**src/rtl/expr_pkg.sv**
```systemverilog
// Shared types and constants for the streaming expression recognizer.
package expr_pkg;

    typedef enum logic [2:0] {
        S_START,
        S_OP,
        S_NUM,
        S_CLOSE,
        S_ERR
    } state_e;

    typedef enum logic [2:0] {
        DIG,
        OP,
        LP,
        RP,
        SEP,
        SP,
        BAD
    } char_class_e;

    typedef logic [2:0] err_code_t;

    localparam err_code_t ERR_NONE      = 3'd0;
    localparam err_code_t ERR_SYNTAX    = 3'd1;
    localparam err_code_t ERR_DEPTH     = 3'd2;
    localparam err_code_t ERR_UNMATCHED = 3'd3;
    localparam err_code_t ERR_LONG      = 3'd4;
    localparam err_code_t ERR_UNCLOSED  = 3'd5;

    localparam logic [7:0] CH_0     = 8'h30;
    localparam logic [7:0] CH_9     = 8'h39;
    localparam logic [7:0] CH_PLUS  = 8'h2B;
    localparam logic [7:0] CH_STAR  = 8'h2A;
    localparam logic [7:0] CH_MINUS = 8'h2D;
    localparam logic [7:0] CH_SLASH = 8'h2F;
    localparam logic [7:0] CH_LP    = 8'h28;
    localparam logic [7:0] CH_RP    = 8'h29;
    localparam logic [7:0] CH_SEMI  = 8'h3B;
    localparam logic [7:0] CH_SPACE = 8'h20;

endpackage

```
**src/rtl/expr_paren_fsm_if.sv**
```systemverilog
// Character-stream input and status outputs of the expression recognizer.
interface expr_paren_fsm_if #(
    parameter int unsigned DEPTH_W = 3,
    parameter int unsigned CNT_W   = 8
);
    import expr_pkg::*;

    logic               in_valid;
    logic [7:0]         in;
    logic               out;
    logic [DEPTH_W-1:0] depth;
    logic [CNT_W-1:0]   expr_cnt;
    logic               err;
    err_code_t          err_code;

    modport master (
        output in_valid, in,
        input  out, depth, expr_cnt, err, err_code
    );

    modport slave (
        input  in_valid, in,
        output out, depth, expr_cnt, err, err_code
    );
endinterface

```
**src/rtl/expr_char_class.sv**
```systemverilog
// Combinational ASCII classifier; the operator set is fixed at elaboration.
module expr_char_class
    import expr_pkg::*;
#(
    parameter bit ALLOW_SUB = 1'b1,
    parameter bit ALLOW_DIV = 1'b0
) (
    input  logic [7:0]  in,
    output char_class_e cls
);

    always_comb begin
        cls = BAD;
        if (in >= CH_0 && in <= CH_9) begin
            cls = DIG;
        end else begin
            case (in)
                CH_PLUS, CH_STAR: cls = OP;
                CH_MINUS:         if (ALLOW_SUB) cls = OP;
                CH_SLASH:         if (ALLOW_DIV) cls = OP;
                CH_LP:            cls = LP;
                CH_RP:            cls = RP;
                CH_SEMI:          cls = SEP;
                CH_SPACE:         cls = SP;
                default:          cls = BAD;
            endcase
        end
    end

endmodule

```
**src/rtl/expr_paren_fsm.sv**
```systemverilog
// Recognizer for ';'-terminated expressions with bounded operands and nesting.
module expr_paren_fsm
    import expr_pkg::*;
#(
    parameter int unsigned MAX_DEPTH  = 7,
    parameter int unsigned DEPTH_W    = $clog2(MAX_DEPTH + 1),
    parameter int unsigned MAX_DIGITS = 4,
    parameter bit          ALLOW_SUB  = 1'b1,
    parameter bit          ALLOW_DIV  = 1'b0,
    parameter int unsigned CNT_W      = 8
) (
    input logic             clk,
    input logic             clr,
    expr_paren_fsm_if.slave bus
);

    localparam logic [DEPTH_W-1:0] DEPTH_MAX = DEPTH_W'(MAX_DEPTH);
    localparam logic [DEPTH_W-1:0] DEPTH_ONE = DEPTH_W'(1);
    localparam logic [3:0]         DIG_MAX   = 4'(MAX_DIGITS);

    char_class_e        cls;
    state_e             state;
    logic [DEPTH_W-1:0] depth;
    logic [3:0]         digit_cnt;
    logic [CNT_W-1:0]   expr_cnt;
    logic               err;
    err_code_t          err_code;
    logic               out;

    expr_char_class #(
        .ALLOW_SUB (ALLOW_SUB),
        .ALLOW_DIV (ALLOW_DIV)
    ) u_class (
        .in  (bus.in),
        .cls (cls)
    );

    // out is registered alongside each transition so it equals
    // (state in {S_NUM, S_CLOSE}) && depth == 0 for the new state.
    always_ff @(posedge clk) begin
        if (clr) begin
            state     <= S_START;
            depth     <= '0;
            digit_cnt <= '0;
            expr_cnt  <= '0;
            err       <= 1'b0;
            err_code  <= ERR_NONE;
            out       <= 1'b0;
        end else if (bus.in_valid && cls != SP) begin
            case (state)
                S_START, S_OP: begin
                    if (cls == DIG) begin
                        state     <= S_NUM;
                        digit_cnt <= 4'd1;
                        out       <= (depth == '0);
                    end else if (cls == LP && depth != DEPTH_MAX) begin
                        depth <= depth + 1'b1;
                    end else begin
                        state    <= S_ERR;
                        err      <= 1'b1;
                        err_code <= (cls == LP) ? ERR_DEPTH : ERR_SYNTAX;
                        out      <= 1'b0;
                    end
                end
                S_NUM, S_CLOSE: begin
                    case (cls)
                        DIG: begin
                            if (state == S_CLOSE || digit_cnt == DIG_MAX) begin
                                state    <= S_ERR;
                                err      <= 1'b1;
                                err_code <= (state == S_CLOSE) ? ERR_SYNTAX : ERR_LONG;
                                out      <= 1'b0;
                            end else begin
                                digit_cnt <= digit_cnt + 1'b1;
                            end
                        end
                        OP: begin
                            state <= S_OP;
                            out   <= 1'b0;
                        end
                        RP: begin
                            if (depth == '0) begin
                                state    <= S_ERR;
                                err      <= 1'b1;
                                err_code <= ERR_UNMATCHED;
                                out      <= 1'b0;
                            end else begin
                                state <= S_CLOSE;
                                depth <= depth - 1'b1;
                                out   <= (depth == DEPTH_ONE);
                            end
                        end
                        SEP: begin
                            if (depth != '0) begin
                                state    <= S_ERR;
                                err      <= 1'b1;
                                err_code <= ERR_UNCLOSED;
                            end else begin
                                state     <= S_START;
                                expr_cnt  <= expr_cnt + 1'b1;
                                digit_cnt <= '0;
                            end
                            out <= 1'b0;
                        end
                        default: begin
                            state    <= S_ERR;
                            err      <= 1'b1;
                            err_code <= ERR_SYNTAX;
                            out      <= 1'b0;
                        end
                    endcase
                end
                S_ERR: begin
                end
                default: begin
                    state    <= S_ERR;
                    err      <= 1'b1;
                    err_code <= ERR_SYNTAX;
                    out      <= 1'b0;
                end
            endcase
        end
    end

    assign bus.out      = out;
    assign bus.depth    = depth;
    assign bus.expr_cnt = expr_cnt;
    assign bus.err      = err;
    assign bus.err_code = err_code;

endmodule

```
**src/flat_wrapper.sv**
```systemverilog
// flat-port wrapper written by rule: the top's interface ports become plain ports
module expr_paren_fsm_flat import expr_pkg::*;
#(
    parameter int unsigned MAX_DEPTH  = 7,
    parameter int unsigned DEPTH_W    = $clog2(MAX_DEPTH + 1),
    parameter int unsigned MAX_DIGITS = 4,
    parameter bit          ALLOW_SUB  = 1'b1,
    parameter bit          ALLOW_DIV  = 1'b0,
    parameter int unsigned CNT_W      = 8
)
  (clk, clr, bus_in_valid, bus_in, bus_out, bus_depth, bus_expr_cnt, bus_err, bus_err_code);
  expr_paren_fsm_if #(.DEPTH_W(DEPTH_W), .CNT_W(CNT_W)) bus_i ();
  input logic clk;
  input logic clr;
  input wire logic [$bits(bus_i.in_valid)-1:0] bus_in_valid;
  input wire logic [$bits(bus_i.in)-1:0] bus_in;
  output wire logic [$bits(bus_i.out)-1:0] bus_out;
  output wire logic [$bits(bus_i.depth)-1:0] bus_depth;
  output wire logic [$bits(bus_i.expr_cnt)-1:0] bus_expr_cnt;
  output wire logic [$bits(bus_i.err)-1:0] bus_err;
  output wire logic [$bits(bus_i.err_code)-1:0] bus_err_code;
  assign bus_i.in_valid = bus_in_valid;
  assign bus_i.in = bus_in;
  assign bus_out = bus_i.out;
  assign bus_depth = bus_i.depth;
  assign bus_expr_cnt = bus_i.expr_cnt;
  assign bus_err = bus_i.err;
  assign bus_err_code = bus_i.err_code;
  expr_paren_fsm #(.MAX_DEPTH(MAX_DEPTH), .DEPTH_W(DEPTH_W), .MAX_DIGITS(MAX_DIGITS), .ALLOW_SUB(ALLOW_SUB), .ALLOW_DIV(ALLOW_DIV), .CNT_W(CNT_W)) u_core (.clk(clk), .clr(clr), .bus(bus_i));
endmodule
```
**config.mk**
```make
export PLATFORM = sky130hd
export DESIGN_NAME = expr_paren_fsm_flat
export DESIGN_NICKNAME = d
export VERILOG_FILES = /design/src/rtl/expr_pkg.sv /design/src/rtl/expr_paren_fsm_if.sv /design/src/rtl/expr_char_class.sv /design/src/rtl/expr_paren_fsm.sv /design/src/flat_wrapper.sv
export SDC_FILE = /design/constraint.sdc
export NUM_CORES = 1
export LEC_CHECK = 0
export CORE_UTILIZATION = 49
export DETAILED_ROUTE_END_ITERATION = 16
export HOLD_SLACK_MARGIN = 0.05
export PLACE_DENSITY = 0.85
export SLEW_MARGIN = 30
export SYNTH_ARGS = -nofsm -noshare
export SYNTH_HDL_FRONTEND = slang
export SYNTH_SLANG_ARGS = --single-unit
```
**constraint.sdc**
```tcl
create_clock -name clk -period 4.3 [get_ports clk]
set_input_delay 0.645 -clock clk [delete_from_list [all_inputs] [get_ports clk]]
set_output_delay 0.645 -clock clk [all_outputs]
set_load 0.01 [all_outputs]
```
==> flow_summary_export.csv, run 1 <==
group,metric,value,unit
floorplanning,coreArea,2850,um^2
worst_setup_path,crit_path_end_kind,"flop",
place,io_buffer_count,26,
floorplanning,dieArea,3340,um^2
drt,vias,1535,
cells_and_area,layout_common_cells,"clkdlybuf4s50_1 (26), dfxtp_1 (23), nor2_1 (19)",
worst_setup_path,cpMaxStageDelayCell,"clkdlybuf4s50_1",
drt,post_drt_wl_per_cell,15.8,um
place,dp_cells,236,
global_route,busiest_layer,"met2",
cts,clockRootBuffer,"clkbuf_4",
global_route,grt_max_degree,27,
power,pwr_density_cell,215,nW/um^2
drt,wirelength,3.80,mm
floorplanning,initial_utilization,53.5,%
cts,cts_max_level,1,
cells_and_area,drive_gt1_share,2.87,%
cts,path_clk_slew,130,ps
cells_and_area,area_delta_synth_final,18.4,%
place,hpwl,2.78,mm
drt,antenna_left,0,
drt,via_per_inst,6.40,
global_route,overflow,0,
yosys,synth_warnings,0,
cts,insertion_delay,320,ps
cells_and_area,stdcell_count,240,
global_route,grt.met1_usage,29.5,%
sta,layout_setup_ws,1630,ps
job,cap_violations,0,
yosys,syn_inst,190,
floorplanning,num_rows,19,
floorplanning,io_pins,27,
yosys,synth_flop_cell,"dfxtp_1",
min_path,hold_class,"reg -> reg",
worst_setup_path,critPathKind,"in -> reg",
yosys,synth_async_sr_flop_share,0,%
sta,slew_viol_final,0,
power,vdd_ir_drop_max,0.129,mV
worst_setup_path,critPathBufInv,1,
cts,clock-sinks,23,
worst_setup_path,max_stage_delay,670,ps
cts,post_cts_resized,0,
yosys,syn_nets,209,
yosys,synth.cell_area,1530,um^2
yosys,synth_edf_count,0,
floorplanning,die_w,57.8,um
status,status,"complete, but fails checks",
cells_and_area,layout.nets,229,
sta,relSlewSlack,37.5,%
global_route,grt_pass1_vias,1418,
floorplanning,die-height,57.8,um
cells_and_area,n_antenna_cell,0,
worst_setup_path,arrival,2900,ps
power,p_leak,0.616,nW
place,dpl_worst_slack,1350,ps
worst_setup_path,worstPathMaxFanout,11,
global_route,grt_use_total,23.9,%
cts,cts_tree,"yes",
sta,post-route-period-util,62.2,%
sta,min_period,2670,ps
cells_and_area,regArea,460,um^2
global_route,gr-usage-met2,40.9,%
yosys,ys_seq_area_share,30.2,%
cells_and_area,fill_cells,230,
worst_setup_path,crit_required,4530,ps
cells_and_area,multi_input_area,985,um^2
worst_setup_path,critPathTopFamily,"simple AND/OR/NAND/NOR gates",
worst_setup_path,crit_chain,"clkdlybuf4s50_1 > nor4bb_1 > and3_1 > o2111ai_1 > or2_0 > a21oi_1",
global_route,grt_pass1_wl,6.29,mm
sta,rsz0062_at_grt,"false",
global_route,antenna_found_initial,0,
cts,numCtsBuffers,3,
cts,clock_path_buffers,2,
global_route,globalRouteMet3Util,4.02,%
yosys,synthDistinctLibCells,47,
sta,setup_viol,0,
drt,drt_pass1_iterations,11,
yosys,yosys_register_bits,23,
sta,clock_skew,10.1,ps
worst_setup_path,start_kind,"input port",
sta,finalHoldViolations,0,
drt,drc_errors,2,
sta,worstMarginPinSlew,934,ps
cts,post-cts-setup-buffer-count,0,
sta,fmax,374,MHz
yosys,avgSynthCellArea,8.03,um^2
cts,postCtsHoldBufs,0,
drt,drt_iter0_drc,92,
sta,finalSetupTns,0,ps
status,violations,"design-rule violations",
place,place_congestion,0.971,
cells_and_area,final_common_cell,"clkdlybuf4s50_1",
-- metal layers --
metal / vias to the layer above / routed length, um
met2: 83 / 1840
met3: 12 / 289
li1: 732 / -
met1: 708 / 1590
met4: 0 / 81
met5: - / 0
-- synthesized netlist by cell type (6+ instances only) --
library cell   n  area (um^2)
a21oi_1       10         50.1
clkbuf_1       6         22.5
dfxtp_1       23          460
ha_1           8          100
inv_1          9         33.8
nand2_1        8         30.0
nand2b_1       9         56.3
nor2_1        19         71.3
nor3_1         7         35.0
nor4_1         8         50.1
o21ai_0        7         35.0
xnor2_1        7         61.3
-- logic make-up after synthesis --
group,share of synthesized area (%)
compound gates,19.0
xor+xnor,5.74
fa+ha+maj,6.56
buf+inv,5.25
flops,30.2
mux,2.63
simple gates,30.7
-- where the power goes --
part	total (W)	switching (W)	leakage [nW]	internal, W
Clock	0.000100	0.0000654	0.0177	0.0000348
Combinational	0.0000643	0.0000359	0.412	0.0000283
Sequential	0.000224	0.00000700	0.186	0.000217
Total	0.000388	0.000108	0.616	0.000280
-- worst reg2reg max path: cells and delay by family, from the launching register on --
family / cells / cell delay, ps
compound gates: 1 / 370
simple gates: 3 / 1100
flops: 1 / 670
mux: 1 / 230
-- registers in the layout, summed over array words and instances (netlist names) --
| signal | cells |
|---|---|
| u_core.bus.depth | 3 |
| u_core.bus.expr_cnt | 8 |
| u_core.digit_cnt | 4 |
| u_core.bus.out | 1 |
| u_core.bus.err_code | 3 |
| u_core.bus.err | 1 |
| u_core.state | 3 |
-- cell type report --
cell class / instances / share of cell area, %
multi-input combinational: 147 / 54.5
tap: 31 / 2.15
sequential: 23 / 25.5
clock inverter: 1 / 0.277
inverter: 9 / 1.87
clock buffer: 3 / 1.25
timing repair buffer: 26 / 14.4
-- final timing paths --
| kind | from | to | slack (ps) | cells after the start |
|---|---|---|---|---|
| max | bus_in[3] | u_core.bus.depth[2] | 1630 | 6 |
| min | u_core.bus.err | u_core.bus.err | 470 | 2 |
| max reg2reg | u_core.state[1] | u_core.bus.err_code[1] | 1880 | 5 |
| min reg2reg | u_core.bus.err | u_core.bus.err | 470 | 2 |
-- per-stage QoR --
step / util, % / hold slack (ps) / cell area [um^2] / power [W]
after floorplan: - / 447 / 1530 / 0.000269
after global placement: 62.3 / 438 / 1780 / 0.000288
after detailed placement: 62.3 / 470 / 1780 / 0.000291
after CTS: 63.3 / 487 / 1810 / 0.000388
after global routing: 63.3 / 504 / 1810 / 0.000405
final: 63.3 / 470 / 1810 / 0.000388
Note: power is estimated with default switching activity, not from simulation.
==> run 2, diff against run 1 <==
--- a/config.mk
+++ b/config.mk
@@ -5,7 +5,7 @@
 export SDC_FILE = /design/constraint.sdc
 export NUM_CORES = 1
 export LEC_CHECK = 0
-export CORE_UTILIZATION = 49
+export CORE_UTILIZATION = 47
 export DETAILED_ROUTE_END_ITERATION = 16
 export HOLD_SLACK_MARGIN = 0.05
 export PLACE_DENSITY = 0.85
==> constraint.sdc (replaced) <==
create_clock -name clk -period 2.39 [get_ports clk]
set_input_delay 0.3585 -clock clk [delete_from_list [all_inputs] [get_ports clk]]
set_output_delay 0.3585 -clock clk [all_outputs]
set_load 0.01 [all_outputs]
==> run 2 against run 1 <==
  * The run now ends clean
  * Clock-buffer cell count grew 1
  * Sequential share of layout area shrank 2.7 points
  * Die area grew 4.1%
  * Sequential power grew 78%
  * Largest power group unchanged
  * Highest routed layer unchanged
==> flow_summary_export.csv, run 2 (synthesis results as in run 1) <==
group,metric,value,unit
drt,via_per_inst,5.76,
worst_setup_path,crit_path_end_kind,"flop",
cts,post_cts_resized,0,
global_route,grt_use_total,25.2,%
sta,fmax,463,MHz
worst_setup_path,rr_startpoint,"u_core.bus.depth[0]",
cts,postCtsHoldBufs,0,
sta,relSlewSlack,54.3,%
job,cap_violations,0,
min_path,hold_start,"u_core.bus.err",
floorplanning,die_w,59.0,um
worst_setup_path,arrival,2370,ps
floorplanning,io_pins,27,
sta,min_period,2160,ps
cts,clock_path_buffers,2,
place,place_congestion,0.957,
cells_and_area,post-route-util,65.5,%
sta,finalSetupTns,0,ps
sta,whs,457,ps
drt,antenna_left,0,
floorplanning,die-height,59.0,um
global_route,antenna_found_initial,0,
worst_setup_path,critPathBufInv,1,
sta,rsz0062_at_grt,"false",
worst_setup_path,critPathTopFamily,"simple AND/OR/NAND/NOR gates",
sta,setup_viol,0,
cells_and_area,area_delta_synth_final,32.2,%
cells_and_area,drive_gt1_share,13.2,%
drt,drt_iter0_drc,88,
global_route,grt_pass1_vias,1517,
cts,post-cts-setup-buffer-count,0,
cts,cts_tree,"yes",
cells_and_area,layout_common_cells,"clkdlybuf4s50_1 (26), buf_4 (26), dfxtp_1 (23)",
worst_setup_path,cpMaxStageDelayCell,"or4_4",
cells_and_area,largest_reg_flops,8,
place,io_buffer_count,26,
drt,wirelength,4.02,mm
worst_setup_path,crit_chain,"clkdlybuf4s50_1 > or3b_4 > or4_4 > nor4_1 > xnor2_1 > nor2_1",
sta,worstMarginPinSlew,683,ps
cts,insertion_delay,310,ps
power,pwr_density_cell,364,nW/um^2
power,vdd_ir_drop_max,0.337,mV
cts,clockRootBuffer,"clkbuf_4",
worst_setup_path,crit_required,2600,ps
floorplanning,dieArea,3480,um^2
cts,cts_max_level,1,
global_route,grt.met1_usage,32.7,%
sta,finalHoldViolations,0,
floorplanning,num_rows,20,
sta,slew_viol_final,0,
global_route,grt_pass1_wl,6.72,mm
floorplanning,initial_utilization,49.6,%
worst_setup_path,worstPathMaxFanout,4,
drt,post_drt_wl_per_cell,14.4,um
cts,numCtsBuffers,3,
floorplanning,coreArea,3080,um^2
worst_setup_path,critPathKind,"in -> reg",
place,hpwl,3.04,mm
sta,post-route-period-util,90.4,%
worst_setup_path,worstSetupStartpoint,"bus_in[7]",
cts,clock-sinks,23,
global_route,globalRouteMet3Util,5.05,%
worst_setup_path,start_kind,"input port",
cells_and_area,layout.nets,255,
power,p_leak,0.739,nW
cts,path_clk_slew,120,ps
cells_and_area,n_antenna_cell,0,
global_route,overflow,0,
sta,clock_skew,1.09,ps
global_route,gr-usage-met2,42.0,%
min_path,hold_class,"reg -> reg",
status,status,"completed",
drt,drt_pass1_iterations,4,
drt,drc_errors,0,
global_route,grt_max_degree,27,
worst_setup_path,max_stage_delay,580,ps
cells_and_area,top_regs,"u_core.bus.expr_cnt x8, u_core.digit_cnt x4",
drt,vias,1608,
global_route,busiest_layer,"met2",
cells_and_area,regMostFlops,"u_core.bus.expr_cnt",
[run 2: cell count changes in the layout (fill, tap and decap cells not counted), sizes merged]
cell and delta:
buf +26, clkbuf +1, clkinv -1
[run 2: tightest hold or removal path, delay by kind of cell, from the launching register on]
family | cells | cell delay, ps
AO/OA/AOI/OAI | 1 | 50
buffers and inverters | 1 | 50
flip-flops | 1 | 330
[run 2: metal layers]
layer / vias up / part of all wire, %
met1: 746 / 44
li1: 791 / -
met5: - / 0
met3: 10 / 5.3
met4: 0 / 1.8
met2: 61 / 49
[run 2: report_power, final]
part | switching [W] | total, W | internal [W]
registers | 0.00000885 | 0.000399 | 0.000390
clock network | 0.000119 | 0.000184 | 0.0000653
logic | 0.0000751 | 0.000149 | 0.0000742
total | 0.000203 | 0.000733 | 0.000530
[run 2: final timing paths]
check                                         endpoint  slack [ps]  cells after the start
worst max-delay path            u_core.bus.expr_cnt[5]         230                      6
worst min-delay path                    u_core.bus.err         460                      2
worst max register to register  u_core.bus.expr_cnt[5]         310                      7
worst min register to register          u_core.bus.err         460                      2
[run 2: through the flow]
stage	std cells	power (W)	worst slack, ps	cell area (um^2)
after global placement	275	0.000551	-76.5	1990
final	279	0.000733	230	2020
after detailed placement	275	0.000554	-113	1990
after global routing	279	0.000769	102	2020
after floorplan	190	0.000484	374	1530
after CTS	279	0.000734	220	2020
[run 2: area by class of cell]
| class | count | area [um^2] |
|---|---|---|
| sequential | 23 | 460 |
| fill | 271 | 1060 |
| timing repair buffer | 52 | 455 |
| tap | 44 | 55.1 |
| clock buffer | 4 | 26.3 |
| inverter | 9 | 33.8 |
| multi-input combinational | 147 | 985 |
==> run 3, diff against run 2 <==
--- a/config.mk
+++ b/config.mk
@@ -6,9 +6,11 @@
 export NUM_CORES = 1
 export LEC_CHECK = 0
 export CORE_UTILIZATION = 47
+export CTS_BUF_LIST = sky130_fd_sc_hd__clkbuf_16
 export DETAILED_ROUTE_END_ITERATION = 16
 export HOLD_SLACK_MARGIN = 0.05
 export PLACE_DENSITY = 0.85
+export SKIP_LAST_GASP = 1
 export SLEW_MARGIN = 30
 export SYNTH_ARGS = -nofsm -noshare
 export SYNTH_HDL_FRONTEND = slang
==> run 3 against run 2 <==
  * Critical path depth did not move
  * Via count rose by 0.81%
  * Power rose by 23%
  * Hold slack got worse by 10 ps
  * Wire length rose by 2.4%
  * Design area rose by 2.6%
  * Clock skew rose by 1.5 ps
==> flow_summary_export.csv, run 3 (synthesis results as in run 1) <==
group,metric,value,unit
sta,post-route-period-util,94.9,%
worst_setup_path,worstPathMaxFanout,4,
floorplanning,io_pins,27,
cells_and_area,layout_common_cells,"clkdlybuf4s50_1 (26), buf_4 (26), dfxtp_1 (23)",
min_path,worstHoldPathCells,2,
cts,clock-sinks,23,
worst_setup_path,critPathKind,"in -> reg",
sta,whs,447,ps
global_route,antenna_found_initial,0,
cts,post-cts-setup-buffer-count,0,
sta,fmax,441,MHz
status,status,"completed",
job,cap_violations,0,
floorplanning,num_rows,20,
place,dpl-instance-area,1990,um^2
place,dp_cells,275,
floorplanning,initial_utilization,49.6,%
sta,rsz0062_at_grt,"false",
cts,clock_path_buffers,2,
min_path,min_to,"u_core.bus.err",
worst_setup_path,cpMaxStageDelayCell,"or4_4",
sta,relSlewSlack,53.6,%
drt,drt_iter0_drc,114,
cells_and_area,largest_reg_flops,8,
drt,wirelength,4.11,mm
power,vdd_ir_drop_max,0.415,mV
worst_setup_path,critPathTopFamily,"simple AND/OR/NAND/NOR gates",
floorplanning,die_w,59.0,um
cells_and_area,regMostFlops,"u_core.bus.expr_cnt",
cells_and_area,drive_gt1_share,13.2,%
sta,worstMarginPinSlew,694,ps
cells_and_area,fill_cells,259,
drt,drc_errors,0,
drt,drt_pass1_iterations,4,
drt,antenna_left,0,
worst_setup_path,max_stage_delay,580,ps
worst_setup_path,crit_path_end_kind,"flop",
cells_and_area,stdcell_count,279,
cts,clockRootBuffer,"clkbuf_16",
sta,finalSetupTns,0,ps
cts,path_clk_slew,60,ps
worst_setup_path,arrival,2400,ps
worst_setup_path,r2r_slack,290,ps
power,p_total,0.000902,W
cts,cts_tree,"yes",
power,pwr_density_cell,436,nW/um^2
worst_setup_path,rr_startpoint,"u_core.bus.depth[0]",
worst_setup_path,crit_chain,"clkdlybuf4s50_1 > or3b_4 > or4_4 > nor4_1 > xnor2_1 > nor2_1",
global_route,grt_use_total,26.0,%
worst_setup_path,critPathBufInv,1,
floorplanning,dieArea,3480,um^2
cells_and_area,postLayoutCellArea,2070,um^2
global_route,grt_pass1_vias,1547,
worst_setup_path,r2r_end,"u_core.bus.expr_cnt[6]",
cts,post_cts_resized,0,
sta,setup_viol,0,
place,hpwl,3.04,mm
min_path,hold_class,"reg -> reg",
worst_setup_path,start_kind,"input port",
sta,finalHoldViolations,0,
drt,vias,1621,
global_route,grt_max_degree,27,
cts,numCtsBuffers,3,
floorplanning,die-height,59.0,um
global_route,grt_pass1_wl,6.91,mm
global_route,overflow,0,
drt,via_per_inst,5.81,
cts,cts_max_level,1,
sta,min_period,2270,ps
worst_setup_path,reg2regPathDepth,7,
worst_setup_path,crit_required,2530,ps
cts,insertion_delay,250,ps
cts,postCtsHoldBufs,0,
cells_and_area,n_antenna_cell,0,
sta,slew_viol_final,0,
cells_and_area,top_regs,"u_core.bus.expr_cnt x8, u_core.digit_cnt x4",
cells_and_area,area_delta_synth_final,35.6,%
min_path,hold_start,"u_core.bus.err",
floorplanning,coreArea,3080,um^2
sta,clock_skew,2.58,ps
power,p_leak,0.766,nW
cells_and_area,layout.nets,255,
place,io_buffer_count,26,
place,place_congestion,0.957,
drt,post_drt_wl_per_cell,14.7,um
[run 3: worst min-delay path, delay by kind of cell, from the launching register on]
kind	cells	cell delay [ps]
AOI/OAI and AO/OA	1	50
DFF	1	310
buffers and inverters	1	50
[run 3: worst max path at each step]
stage / slack (ps) / end / start / depth (start not counted)
floorplan: 370 / u_core.bus.err_code[0] / u_core.bus.depth[0] / 8
global placement: -80 / u_core.bus.expr_cnt[6] / bus_in[5] / 6
detailed placement: -110 / u_core.bus.expr_cnt[7] / bus_in[5] / 6
CTS: 120 / u_core.bus.expr_cnt[6] / bus_in[5] / 6
global route: 20 / u_core.digit_cnt[1] / bus_in[1] / 7
finish: 120 / u_core.bus.expr_cnt[6] / bus_in[7] / 6
[run 3: area by class of cell]
class / instances / area, um^2 / area share (%)
inverter: 9 / 33.8 / 1.63
timing repair buffer: 52 / 455 / 22.0
multi-input combinational: 147 / 985 / 47.6
tap: 44 / 55.1 / 2.66
clock inverter: 1 / 3.75 / 0.181
clock buffer: 3 / 75.1 / 3.63
sequential: 23 / 460 / 22.3
[run 3: per-stage QoR]
stage,worst slack (ps),utilization (%)
2_1_floorplan,374,-
3_3_place_gp,-76.5,64.6
3_5_place_dp,-113,64.6
4_1_cts,117,67.2
5_1_grt,15.1,67.2
6_report,123,67.2
[run 3: routing by layer]
metal	part of all wire [%]	track usage, %	vias to the layer above
met1	45	33.4	773
met3	4.5	5.05	8
met4	1.6	7.82	0
met2	49	43.8	46
met5	0	0	-
li1	-	-	794
[run 3: where the power goes]
group	internal [W]	switching [W]
logic	0.0000742	0.0000753
clock network	0.000223	0.000130
registers	0.000390	0.00000903
